`config.mk`:
```
export PLATFORM = sky130hd
export DESIGN_NAME = action_encoder
export DESIGN_NICKNAME = d
export VERILOG_FILES = /design/src/rtl/action_encoder.sv
export SDC_FILE = /design/constraint.sdc
export NUM_CORES = 1
export LEC_CHECK = 0
export ABC_AREA = 1
export CORE_MARGIN = 5
export CORE_UTILIZATION = 30
export CTS_CLUSTER_SIZE = 24
export DETAILED_ROUTE_END_ITERATION = 6
export GPL_ROUTABILITY_DRIVEN = 0
export PLACE_DENSITY = 0.55
export SKIP_CTS_REPAIR_TIMING = 1
export SLEW_MARGIN = 40
export SYNTH_ARGS = -nofsm -noshare
export SYNTH_HDL_FRONTEND = slang
export SYNTH_SLANG_ARGS = --single-unit
```
`constraint.sdc`:
```
create_clock -name clk -period 1.9 [get_ports clk]
set_input_delay 0.19 -clock clk [delete_from_list [all_inputs] [get_ports clk]]
set_output_delay 0.19 -clock clk [all_outputs]
set_load 0.02 [all_outputs]
```
`src/rtl/action_encoder.sv`:
```
// Debounced push-button to one-hot action pulse encoder.
// Emits one registered pulse per press; suppressed while the game is won.
module action_encoder #(
  parameter int DEBOUNCE_CYCLES = 4
) (
  input  logic       clk,
  input  logic       reset,
  input  logic [3:0] btn,
  input  logic [1:0] game_status,
  output logic [3:0] act,
  output logic       active,
  output logic [7:0] pulse_cnt
);

  localparam int CW =
    (DEBOUNCE_CYCLES > 1) ? $clog2(DEBOUNCE_CYCLES) : 1;
  localparam logic [CW-1:0] CNT_LAST = CW'(DEBOUNCE_CYCLES - 1);
  localparam logic [1:0] WINNED = 2'b11;

  typedef enum logic [1:0] {
    IDLE,
    DEBOUNCE,
    FIRE,
    RELEASE
  } state_t;

  state_t        state;
  logic [3:0]    sync1;
  logic [3:0]    btn_s;
  logic [1:0]    idx;
  logic [1:0]    low_idx;
  logic [CW-1:0] cnt;

  // lowest set bit wins on simultaneous presses
  always_comb begin
    low_idx = 2'd0;
    priority case (1'b1)
      btn_s[0]: low_idx = 2'd0;
      btn_s[1]: low_idx = 2'd1;
      btn_s[2]: low_idx = 2'd2;
      btn_s[3]: low_idx = 2'd3;
      default:  low_idx = 2'd0;
    endcase
  end

  always_ff @(posedge clk or negedge reset) begin
    if (!reset) begin
      sync1     <= '0;
      btn_s     <= '0;
      state     <= IDLE;
      idx       <= '0;
      cnt       <= '0;
      act       <= '0;
      active    <= 1'b0;
      pulse_cnt <= '0;
    end else begin
      sync1  <= btn;
      btn_s  <= sync1;
      act    <= '0;
      active <= 1'b0;
      unique case (state)
        IDLE: begin
          if (btn_s != 4'd0) begin
            idx   <= low_idx;
            cnt   <= '0;
            state <= DEBOUNCE;
          end
        end
        DEBOUNCE: begin
          if (!btn_s[idx]) begin
            state <= IDLE;
          end else if (cnt == CNT_LAST) begin
            state <= FIRE;
            if (game_status != WINNED) begin
              act       <= 4'b0001 << idx;
              active    <= 1'b1;
              pulse_cnt <= pulse_cnt + 8'd1;
            end
          end else begin
            cnt <= cnt + CW'(1);
          end
        end
        FIRE: begin
          cnt   <= '0;
          state <= RELEASE;
        end
        RELEASE: begin
          if (btn_s != 4'd0) begin
            cnt <= '0;
          end else if (cnt == CNT_LAST) begin
            state <= IDLE;
          end else begin
            cnt <= cnt + CW'(1);
          end
        end
        default: state <= IDLE;
      endcase
    end
  end

endmodule

```
== After elaboration in Yosys (flattened, before gate mapping) ==
Cells that the tools add are included.

* Muxes and demuxes: 25
* Shifts and indexed selects: 1
* $add $sub $neg: 2
* Equal/unequal tests: 10
* Magnitude comparators: 1
* Reductions and logical operators: 6

{| class="wikitable"
|+ Operators with widths
! kind !! number
|-
| $mux W2 || 13
|-
| $mux W4 || 4
|-
| $pmux W2 S4 || 2
|-
| $ne A2 B2 Y1 const B || 5
|-
| $add A8 B1 Y8 const B || 1
|-
| $reduce_and A4 Y1 || 2
|-
| $eq A2 B2 Y1 const B || 3
|-
| $mux W1 || 5
|-
| $reduce_and A2 Y1 || 2
|-
| $reduce_bool A4 Y1 || 1
|-
| $shl A1 B2 Y4 const A || 1
|-
| $lt A2 B3 Y1 const B || 1
|-
| $ne A3 B3 Y1 const B || 1
|-
| $add A2 B1 Y2 const B || 1
|-
| $bmux W1 S2 || 1
|-
| $eq A2 B1 Y1 const B || 1
|-
| $logic_not A2 Y1 || 1
|}

* Flip-flop bits (word level): 27

== Longest topological paths before layout ==
Gate-level depths: netlist (run 1).

* Depth in word-level cells: 5
* Gate-level depth with buffers: 10

== Worst setup path after synthesis (run 1) ==
OpenSTA, ideal clock, no wires.

* Path kind: reg2reg
* Start point: reg idx[0]
* End point: reg pulse_cnt[4]
* Data required time: 1.783 ns
* Slack: 0.667 ns
* Library setup time: 0.117 ns
* Arrival time: 1.115 ns
* Stages on the path, launching flop included: 11
* Cell sequence: dfrtp_1 > buf_6 > inv_6 > nand2_2 > nand2_1 > nand2_1 > nand2_2 > nand3_4 > buf_6 > nand2_1 > nand2_1

* Cells in the longest elaborated chain, start to end: 3

{| class="wikitable"
|+ RTL lines
! element !! line !! RTL
|-
| start, declared || 30 || <nowiki>logic [1:0] idx;</nowiki>
|-
| start signal, assigned || 64 || <nowiki>idx <= low_idx;</nowiki>
|-
| $bmux W1 S2 || 70 || <nowiki>if (!btn_s[idx]) begin</nowiki>
|-
| $mux W1 (implied by the code) || 70 ||
|-
| $reduce_and A4 Y1 (no line) || -- ||
|-
| end signal, assigned || 77 || <nowiki>pulse_cnt <= pulse_cnt + 8'd1;</nowiki>
|-
| end, declared || 12 || <nowiki>output logic [7:0] pulse_cnt</nowiki>
|}

Every way passes these cells. The select of a mux whose other input is x is not followed.
A chain may end at the register's enable or synchronous reset.

== Worst setup path after layout (run 1) ==
* Start point: reg pulse_cnt[3]
* End point: out pulse_cnt[3]

No word-level cell between the ends.

==> results.sh, run 1 <==
export IMPL_row_count=24
export IMPL_critical_path_endpoint_type="primary output"
export IMPL_post_synth_instance_area_um2=1340
export IMPL_critical_path_n_buffers_inverters=1
export IMPL_rsz0062_at_grt="false"
export IMPL_clock_tree_root_cell="sky130_fd_sc_hd__clkbuf_8"
export IMPL_global_route_wire_length_before_repair_um=4480
export IMPL_via_count_of_the_first_global_routing_pass=1063
export IMPL_seq_area_frac_synth_pct=50.4
export IMPL_worst_tran_pin_value_ns=0.366
export IMPL_hold_viol_final=0
export IMPL_cts_tree="yes"
export IMPL_cellLeakagePower_nw=0.817
export IMPL_number_of_antenna_violations_at_the_first_check_in_global_routing=0
export IMPL_netlist_top_cells_area="sky130_fd_sc_hd__dfrtp_1 (50%), sky130_fd_sc_hd__nand2_1 (14%), sky130_fd_sc_hd__nand3_1 (6.3%)"
export IMPL_finalSetupTns_ns=0
export IMPL_timing_critical_path_required_ns=1.71
export IMPL_fin_crit_ns=1.56
export IMPL_slew_headroom_pct=75.6
export IMPL_area_growth_synth_to_final_pct=22.4
export IMPL_routed_via_count=1051
export IMPL_synth_fp_nets=162
export IMPL_synth_ff_latch_count=27
export IMPL_max_cap_violations=0
export IMPL_start_kind="register"
export IMPL_synth_area_per_cell_um2=8.76
export IMPL_clkTransAtPathRegs_ns=0.09
export IMPL_placed_cells_incl_taps=224
export IMPL_cp_max_fanout=5
export IMPL_clock_latency_ns=0.28
export IMPL_mostFrequentLayoutCells="sky130_fd_sc_hd__nand2_1 (50), sky130_fd_sc_hd__dfrtp_1 (27), sky130_fd_sc_hd__clkdlybuf4s50_1 (20)"
export IMPL_syn_instance_count=153
export IMPL_crit_arrival_ns=1.37
export IMPL_clock_sinks=27
export IMPL_core_um2=4350
export IMPL_setup_worst_path_class="reg -> out"
export IMPL_residual_overflow_from_global_routing=0
export IMPL_yosys_cell_types_count=24
export IMPL_final_common_cell="sky130_fd_sc_hd__nand2_1"
export IMPL_fin_nets=186
export IMPL_yosys_area_top_type="sky130_fd_sc_hd__dfrtp_1"
export IMPL_number_of_standard_cells_in_the_final_layout_excluding_fillers=228
export IMPL_drtIter0Drc=53
export IMPL_routed_wirelength_um=2520
export IMPL_drt_vias_per_instance=4.61
export IMPL_cts_inserted_buffers=3
export IMPL_buffer_ports_inserted=20
export IMPL_worst_ir_drop_on_vdd_mv=0.553
export IMPL_run_status="finished clean"
export IMPL_dieWidth_um=76.8
export IMPL_final_max_slew_violation_count=0
export IMPL_cpLargestDelayFamily="buffers and inverters"
export IMPL_synth_top_cell_area_share_pct=50.4
export IMPL_finalClockSkew_ns=0.00429
export IMPL_ant_nets=0
export IMPL_die_area_um2=5900
export IMPL_min_period_over_period_pct=82.0
export IMPL_maximum_number_of_pins_on_one_net_before_global_route_repair=28
export IMPL_ordered_list_of_cells_on_the_worst_path="clkdlybuf4s50_1"
export IMPL_detailedRoute_firstPassIterationCount=4
export IMPL_drive_gt1_share_pct=14.8
export IMPL_hold_path_class="in -> async"
export IMPL_critPathMaxStageDelay_ns=0.64
export IMPL_fmax_mhz=642
export IMPL_ys_warn_count=0
export IMPL_setup_violations=0
export IMPL_dp_final_hpwl_um=1900
export IMPL_crit_path_top_delay_cell="sky130_fd_sc_hd__clkdlybuf4s50_1"
export IMPL_insertedDiodeCount=0
export IMPL_total_power_density_per_cell_area_nw_per_um2=1090
export IMPL_wire_per_inst_um=11.1
export IMPL_drcViolationCount=0
export IMPL_start_util_pct=30.8
export IMPL_cts_max_level=1
export IMPL_dieHeight_um=76.8
export IMPL_global_route_usage_over_all_layers_pct=9.12
export IMPL_io_pins=21
export IMPL_cts_root_to_sink_buffers=2
metal layers:
layer  vias up  GRT usage [%]  wire length, µm
met4         0           3.67               43
met5         -              0                0
met3         5           2.46              131
met1       487           11.1             1120
met2        25           15.2             1230
li1        534              -                -
state kept, by name (all words and copies together) (netlist names), named ones only:
register   cells
sync1          4
pulse_cnt      8
cnt            2
idx            2
state          1
act            4
btn_s          4
active         1
stage by stage:
| step | total power, W | utilization, % | instance area (µm²) | hold WS [ns] | setup WS, ns |
|---|---|---|---|---|---|
| 2_1_floorplan | 0.00130 | - | 1340 | -0.106 | 0.667 |
| 3_3_place_gp | 0.00143 | 36.5 | 1590 | 0.332 | 0.475 |
| 3_5_place_dp | 0.00145 | 36.5 | 1590 | 0.335 | 0.428 |
| 4_1_cts | 0.00181 | 37.7 | 1640 | 0.292 | 0.299 |
| 5_1_grt | 0.00193 | 37.7 | 1640 | 0.311 | 0.279 |
| 6_report | 0.00178 | 37.7 | 1640 | 0.283 | 0.343 |
path summary, 6_finish.rpt:
check,from,to,slack (ns),cells past startpoint
setup / recovery,pulse_cnt[3],pulse_cnt[3],0.34,1
hold / removal,reset,pulse_cnt[4],0.28,2
setup reg to reg,idx[0],pulse_cnt[4],0.54,8
hold reg to reg,sync1[3],btn_s[3],0.35,0
max in group asynchronous,reset,btn_s[0],1.36,2
min in group clk,btn[0],sync1[0],0.34,1
cell families after synthesis:
logic type / count (synthesis) / synth area share (%)
adders and majority gates: 1 / 0.934
and+or+nand+nor: 94 / 35.3
xor gates and xnor gates: 3 / 1.96
buffers and inverters: 19 / 6.82
DFF: 27 / 50.4
AOI/OAI and AO/OA: 9 / 4.58
cells in the mapped netlist, drive strengths merged:
master	instances
nand4	2
nor3	5
nand2	56
nand3	19
xnor2	2
nor2	9
dfrtp	27
o21ai	2
nand3b	2
o31ai	2
or2	1
a21oi	5
buf	2
inv	17
ha	1
xor2	1
final cells by class:
type	count	area, µm²
flip-flops and latches	27	676
well taps	52	65.1
clock buffers	3	41.3
fillers	433	2710
clock inverters	1	8.76
repair buffers	21	208
multi-input cells	107	573
inverters	17	68.8
power by group:
part	total, W	switching, W	internal, W
Clock	0.000343	0.000189	0.000154
Combinational	0.000643	0.000400	0.000243
Sequential	0.000796	0.000136	0.000661
No activity file was read; power rests on OpenSTA's default activity.
==> run 2: changes to the inputs <==
- PLACE_DENSITY: 0.55 -> 0.56
- clock period: 1.9 -> 1.3 ns (I/O delays scaled with it)
==> run 2 against run 1 <==
Net effect:
- core utilization is 4.2 points higher
- critical endpoint is now pulse_cnt[1]
- clock power is 37% higher
- total power is 61% higher
==> results.sh, run 2 (same netlist as run 1, synthesis figures left out) <==
export IMPL_run_status="finished clean"
export IMPL_cpLargestDelayFamily="simple AND/OR/NAND/NOR gates"
export IMPL_die_area_um2=5900
export IMPL_setup_worst_path_class="reg -> reg"
export IMPL_timing_critical_path_required_ns=1.52
export IMPL_number_of_standard_cells_in_the_final_layout_excluding_fillers=240
export IMPL_crit_path_top_delay_cell="sky130_fd_sc_hd__dfrtp_2"
export IMPL_clock_tree_root_cell="sky130_fd_sc_hd__clkbuf_8"
export IMPL_start_util_pct=30.8
export IMPL_cts_root_to_sink_buffers=2
export IMPL_fin_crit_ns=1.25
export IMPL_grt_use_met2_pct=14.4
export IMPL_met3_usage_pct=2.81
export IMPL_critical_path_n_buffers_inverters=1
export IMPL_n_fill_cell=422
export IMPL_wire_per_inst_um=10.7
export IMPL_worst_ir_drop_on_vdd_mv=0.616
export IMPL_busiest_layer="met2"
export IMPL_detailedPlace_worstSlack_ns=0.0153
export IMPL_number_of_antenna_violations_at_the_first_check_in_global_routing=0
export IMPL_clock_sinks=27
export IMPL_setup_violations=0
export IMPL_final_common_cell="sky130_fd_sc_hd__nand2_1"
export IMPL_timing_hold_ws_ns=0.224
export IMPL_cts_inserted_buffers=3
export IMPL_fin_nets=198
export IMPL_slew_headroom_pct=76.5
export IMPL_cts_tree="yes"
export IMPL_gr_usage_met1_pct=11.5
export IMPL_crit_arrival_ns=1.46
export IMPL_critPathMaxStageDelay_ns=0.47
export IMPL_cts_max_level=1
export IMPL_worst_tran_pin_value_ns=0.352
export IMPL_global_route_usage_over_all_layers_pct=8.97
export IMPL_sequential_cell_area_um2=679
export IMPL_cp_max_fanout=8
export IMPL_clkTransAtPathRegs_ns=0.09
export IMPL_setup_ws_ns=0.0547
export IMPL_fmax_mhz=803
export IMPL_multiInputGateArea_um2=628
export IMPL_largest_register_ffs=8
export IMPL_buffer_ports_inserted=20
export IMPL_drcViolationCount=0
export IMPL_rsz0062_at_grt="true"
export IMPL_ant_nets=0
export IMPL_cellLeakagePower_nw=1.11
export IMPL_hold_viol_final=0
export IMPL_global_route_wire_length_before_repair_um=4420
export IMPL_io_pins=21
export IMPL_regMostFlops="pulse_cnt"
export IMPL_drtIter0Drc=48
export IMPL_clock_latency_ns=0.27
export IMPL_mostFrequentLayoutCells="sky130_fd_sc_hd__nand2_1 (46), sky130_fd_sc_hd__dfrtp_1 (24), sky130_fd_sc_hd__inv_1 (13), sky130_fd_sc_hd__nand3_1 (13), sky130_fd_sc_hd__dlymetal6s2s_1 (13)"
export IMPL_routed_wirelength_um=2570
export IMPL_critical_path_endpoint_type="register"
export IMPL_final_max_slew_violation_count=0
export IMPL_placed_cells_incl_taps=231
export IMPL_insertedDiodeCount=0
export IMPL_total_power_density_per_cell_area_nw_per_um2=1580
export IMPL_min_period_over_period_pct=95.8
export IMPL_core_um2=4350
export IMPL_start_kind="register"
export IMPL_row_count=24
export IMPL_finalClockSkew_ns=0.00357
export IMPL_dieWidth_um=76.8
export IMPL_routed_via_count=1086
export IMPL_maximum_number_of_pins_on_one_net_before_global_route_repair=28
export IMPL_residual_overflow_from_global_routing=0
export IMPL_ordered_list_of_cells_on_the_worst_path="clkinv_4 -> nand3_1 -> nand2_2 -> nor2_4 -> nor2_4 -> nand3_1 -> nand2_1"
export IMPL_dieHeight_um=76.8
export IMPL_hold_path_class="in -> async"
export IMPL_max_cap_violations=0
export IMPL_dp_final_hpwl_um=1810
export IMPL_drive_gt1_share_pct=26.1
export IMPL_drt_vias_per_instance=4.53
export IMPL_area_growth_synth_to_final_pct=35.9
export IMPL_via_count_of_the_first_global_routing_pass=1003
export IMPL_detailedRoute_firstPassIterationCount=4
run 2: cell count changes in the layout (fill, tap and decap cells not counted), sizes merged:
cell,previous run,this run
buf,1,12
clkbuf,3,4
clkdlybuf4s50,20,7
clkinv,0,1
dlymetal6s2s,0,13
inv,18,16
nand3,19,20
run 2: layout make-up:
class                           instances  share of cell area (%)
Multi-Input combinational cell        108                    34.5
Timing Repair Buffer                   32                    18.4
Sequential cell                        27                    37.3
Inverter                               17                    3.78
Tap cell                               52                    3.57
Clock buffer                            4                    2.47
run 2: worst paths after layout:
path,startpoint,to,slack [ns],depth (start not counted)
hold / removal,reset,pulse_cnt[1],0.22,2
setup / recovery,idx[0],pulse_cnt[1],0.05,7
max in group asynchronous,reset,idx[0],0.79,2
min in group clk,btn[3],sync1[3],0.29,1
setup reg to reg,idx[0],pulse_cnt[1],0.05,7
hold reg to reg,sync1[1],btn_s[1],0.35,0
run 2: through the flow:
step	instance area (µm²)	utilization (%)	power, W	TNS, ns
floorplan	1340	-	0.00190	0
global placement	1640	37.7	0.00220	0
CTS	1690	38.8	0.00268	-1.34
global route	1820	41.8	0.00310	-0.137
finish	1820	41.8	0.00287	0
detailed placement	1640	37.7	0.00220	0
run 2: report_power, final:
| group | switching, W | internal [W] | total [W] | leakage [nW] |
|---|---|---|---|---|
| Sequential | 0.000170 | 0.000972 | 0.00114 | 0.343 |
| Clock | 0.000249 | 0.000219 | 0.000469 | 0.0228 |
| Combinational | 0.000713 | 0.000550 | 0.00126 | 0.744 |
| Total | 0.00113 | 0.00174 | 0.00287 | 1.11 |
run 2: routing by layer:
layer	up-vias	wire (µm)
li1	562	-
met1	499	1290
met2	23	1150
met3	2	120
met4	0	18
met5	-	0
==> run 3: changes to the inputs <==
- CORE_ASPECT_RATIO: unset -> 0.7
- RECOVER_POWER: unset -> 25
==> run 3 against run 2 <==
Net effect:
- combinational power increased by 27%
- via count grew 7.1%
- core utilization is 2.4 points higher
- global-route usage is 1.0 points higher
- the flow now finishes with violations (setup timing)
- count of clock-buffer cells in the layout shrank 1
- highest routed layer unchanged
- sequential share of layout area is 1.6 points lower
- routed wire length up 24%
- first-iteration DRC count shrank 6.3%
- clock skew decreased by 0.0023 ns
- largest cell class unchanged
==> results.sh, run 3 (same netlist as run 1, synthesis figures left out) <==
export IMPL_number_of_antenna_violations_at_the_first_check_in_global_routing=0
export IMPL_fin_nets=203
export IMPL_fin_crit_ns=1.32
export IMPL_clock_sinks=27
export IMPL_run_status="finished, violations left"
export IMPL_insertedDiodeCount=0
export IMPL_internal_power_w=0.00192
export IMPL_n_fill_cell=409
export IMPL_final_common_cell="sky130_fd_sc_hd__nand2_1"
export IMPL_cts_max_level=1
export IMPL_finalClockSkew_ns=0.00123
export IMPL_endpoint="pulse_cnt[4]"
export IMPL_worstSetupPathDepth=8
export IMPL_drtIter0Drc=45
export IMPL_rrSetupSlack_ns=-0.02
export IMPL_routed_wirelength_um=3200
export IMPL_sequential_cell_area_um2=682
export IMPL_cellLeakagePower_nw=1.14
export IMPL_worst_setup_path_startpoint="idx[1]"
export IMPL_timing_reg2reg_worst_path_depth=8
export IMPL_maximum_number_of_pins_on_one_net_before_global_route_repair=28
export IMPL_hold_path_class="reg -> reg"
export IMPL_row_count=20
export IMPL_detailedPlace_worstSlack_ns=-0.0297
export IMPL_worst_tran_pin_value_ns=0.687
export IMPL_multiInputGateArea_um2=671
export IMPL_io_pins=21
export IMPL_setup_worst_path_class="reg -> reg"
export IMPL_min_period_over_period_pct=101
export IMPL_r2r_end="pulse_cnt[4]"
export IMPL_combinationalPowerShare_pct=49.5
export IMPL_dieWidth_um=89.9
export IMPL_critical_path_endpoint_type="register"
export IMPL_max_cap_violations=0
export IMPL_area_growth_synth_to_final_pct=42.8
export IMPL_clock_tree_root_cell="sky130_fd_sc_hd__clkbuf_8"
export IMPL_clock_latency_ns=0.27
export IMPL_residual_overflow_from_global_routing=0
export IMPL_hold_viol_final=0
export IMPL_layout_core_utilization_pct=44.2
export IMPL_crit_arrival_ns=1.49
export IMPL_cts_inserted_buffers=3
export IMPL_largest_register_ffs=8
export IMPL_critPathMaxStageDelay_ns=0.46
export IMPL_worst_path_most_repeated_cell="sky130_fd_sc_hd__nor2_4"
export IMPL_fmax_mhz=759
export IMPL_regMostFlops="pulse_cnt"
export IMPL_final_max_slew_violation_count=0
export IMPL_dieHeight_um=65.9
export IMPL_detailedRoute_firstPassIterationCount=4
export IMPL_ordered_list_of_cells_on_the_worst_path="buf_6 -> nand3_4 -> nand2_4 -> nor2_4 -> nor2_4 -> buf_12 -> nand3_1 -> nand2_1"
export IMPL_worst_ir_drop_on_vdd_mv=0.654
export IMPL_wire_per_inst_um=12.9
export IMPL_drt_vias_per_instance=4.69
export IMPL_timing_critical_path_required_ns=1.47
export IMPL_drive_gt1_share_pct=33.2
export IMPL_cp_max_fanout=8
export IMPL_failing_checks="setup timing"
export IMPL_setup_ws_ns=-0.0167
export IMPL_total_power_density_per_cell_area_nw_per_um2=1690
export IMPL_global_route_wire_length_before_repair_um=4880
export IMPL_clock_power_share_pct=14.7
export IMPL_cts_tree="yes"
export IMPL_pwr_share_seq_pct=35.7
export IMPL_switching_share_pct=40.5
export IMPL_global_route_usage_over_all_layers_pct=9.98
export IMPL_p_switching_w=0.00131
export IMPL_core_um2=4330
export IMPL_via_count_of_the_first_global_routing_pass=1102
export IMPL_rsz0062_at_grt="true"
export IMPL_start_util_pct=31.0
export IMPL_crit_path_top_delay_cell="sky130_fd_sc_hd__dfrtp_2"
export IMPL_die_area_um2=5920
export IMPL_setup_violations=5
export IMPL_rr_startpoint="idx[1]"
export IMPL_start_kind="register"
export IMPL_mostFrequentLayoutCells="sky130_fd_sc_hd__nand2_1 (42), sky130_fd_sc_hd__dfrtp_1 (22), sky130_fd_sc_hd__buf_4 (14)"
export IMPL_clkTransAtPathRegs_ns=0.09
export IMPL_drcViolationCount=0
export IMPL_dp_final_hpwl_um=2100
export IMPL_buffer_ports_inserted=20
export IMPL_cts_root_to_sink_buffers=2
export IMPL_critical_path_n_buffers_inverters=2
export IMPL_routed_via_count=1163
export IMPL_ant_nets=0
export IMPL_cpLargestDelayFamily="simple AND/OR/NAND/NOR gates"
export IMPL_slew_headroom_pct=54.2
-- run 3: cell type report --
cell class | instances | share of cell area (%)
clock buffers | 3 | 2.16
clock inverters | 1 | 0.262
inverters | 17 | 3.73
multi-input cells | 108 | 35.1
flip-flops and latches | 27 | 35.6
well taps | 55 | 3.60
repair buffers | 37 | 19.6
-- run 3: routing by layer --
layer	global-route usage [%]	share of wire, %	vias to the layer above
met5	0	0	-
met4	2.04	0.94	0
met3	3.64	5.4	4
met2	17.0	48	32
met1	12.3	45	561
li1	-	-	566
-- run 3: worst register-to-register path, cell delays in order, from the launching register on --
cell                      delay (ns)
sky130_fd_sc_hd__dfrtp_2        0.46
sky130_fd_sc_hd__buf_6          0.14
sky130_fd_sc_hd__nand3_4        0.08
sky130_fd_sc_hd__nand2_4        0.06
sky130_fd_sc_hd__nor2_4         0.15
sky130_fd_sc_hd__nor2_4         0.06
sky130_fd_sc_hd__buf_12         0.14
sky130_fd_sc_hd__nand3_1        0.07
sky130_fd_sc_hd__nand2_1        0.05
-- run 3: stage by stage --
step                      cells  total power, W  hold WS [ns]  area (µm²)  TNS, ns
after global placement      232         0.00220         0.332        1630        0
after CTS                   236         0.00272         0.242        1680    -2.00
after detailed placement    232         0.00223         0.338        1630   -0.128
final                       248         0.00323         0.355        1910  -0.0647
after floorplan             153         0.00190        -0.166        1340        0
after global routing        248         0.00347         0.371        1910   -0.373
-- run 3: worst min path at each step --
stage	start	endpoint	slack [ns]	cells after the start
2_1_floorplan	reset	asynchronous set/reset pin	-0.17	0
3_3_place_gp	sync1[1]	btn_s[1]	0.33	0
3_5_place_dp	sync1[3]	btn_s[3]	0.34	0
4_1_cts	reset	cnt[1]	0.24	2
5_1_grt	sync1[1]	btn_s[1]	0.37	0
6_report	sync1[3]	btn_s[3]	0.36	0
-- run 3: power by group through the flow --
stage               Clock (W)  Combinational, W  Sequential [W]
floorplan                   0          0.000750         0.00115
CTS                  0.000502           0.00107         0.00115
finish               0.000476           0.00160         0.00115
global route         0.000527           0.00176         0.00118
detailed placement          0           0.00107         0.00116
global placement            0           0.00105         0.00115
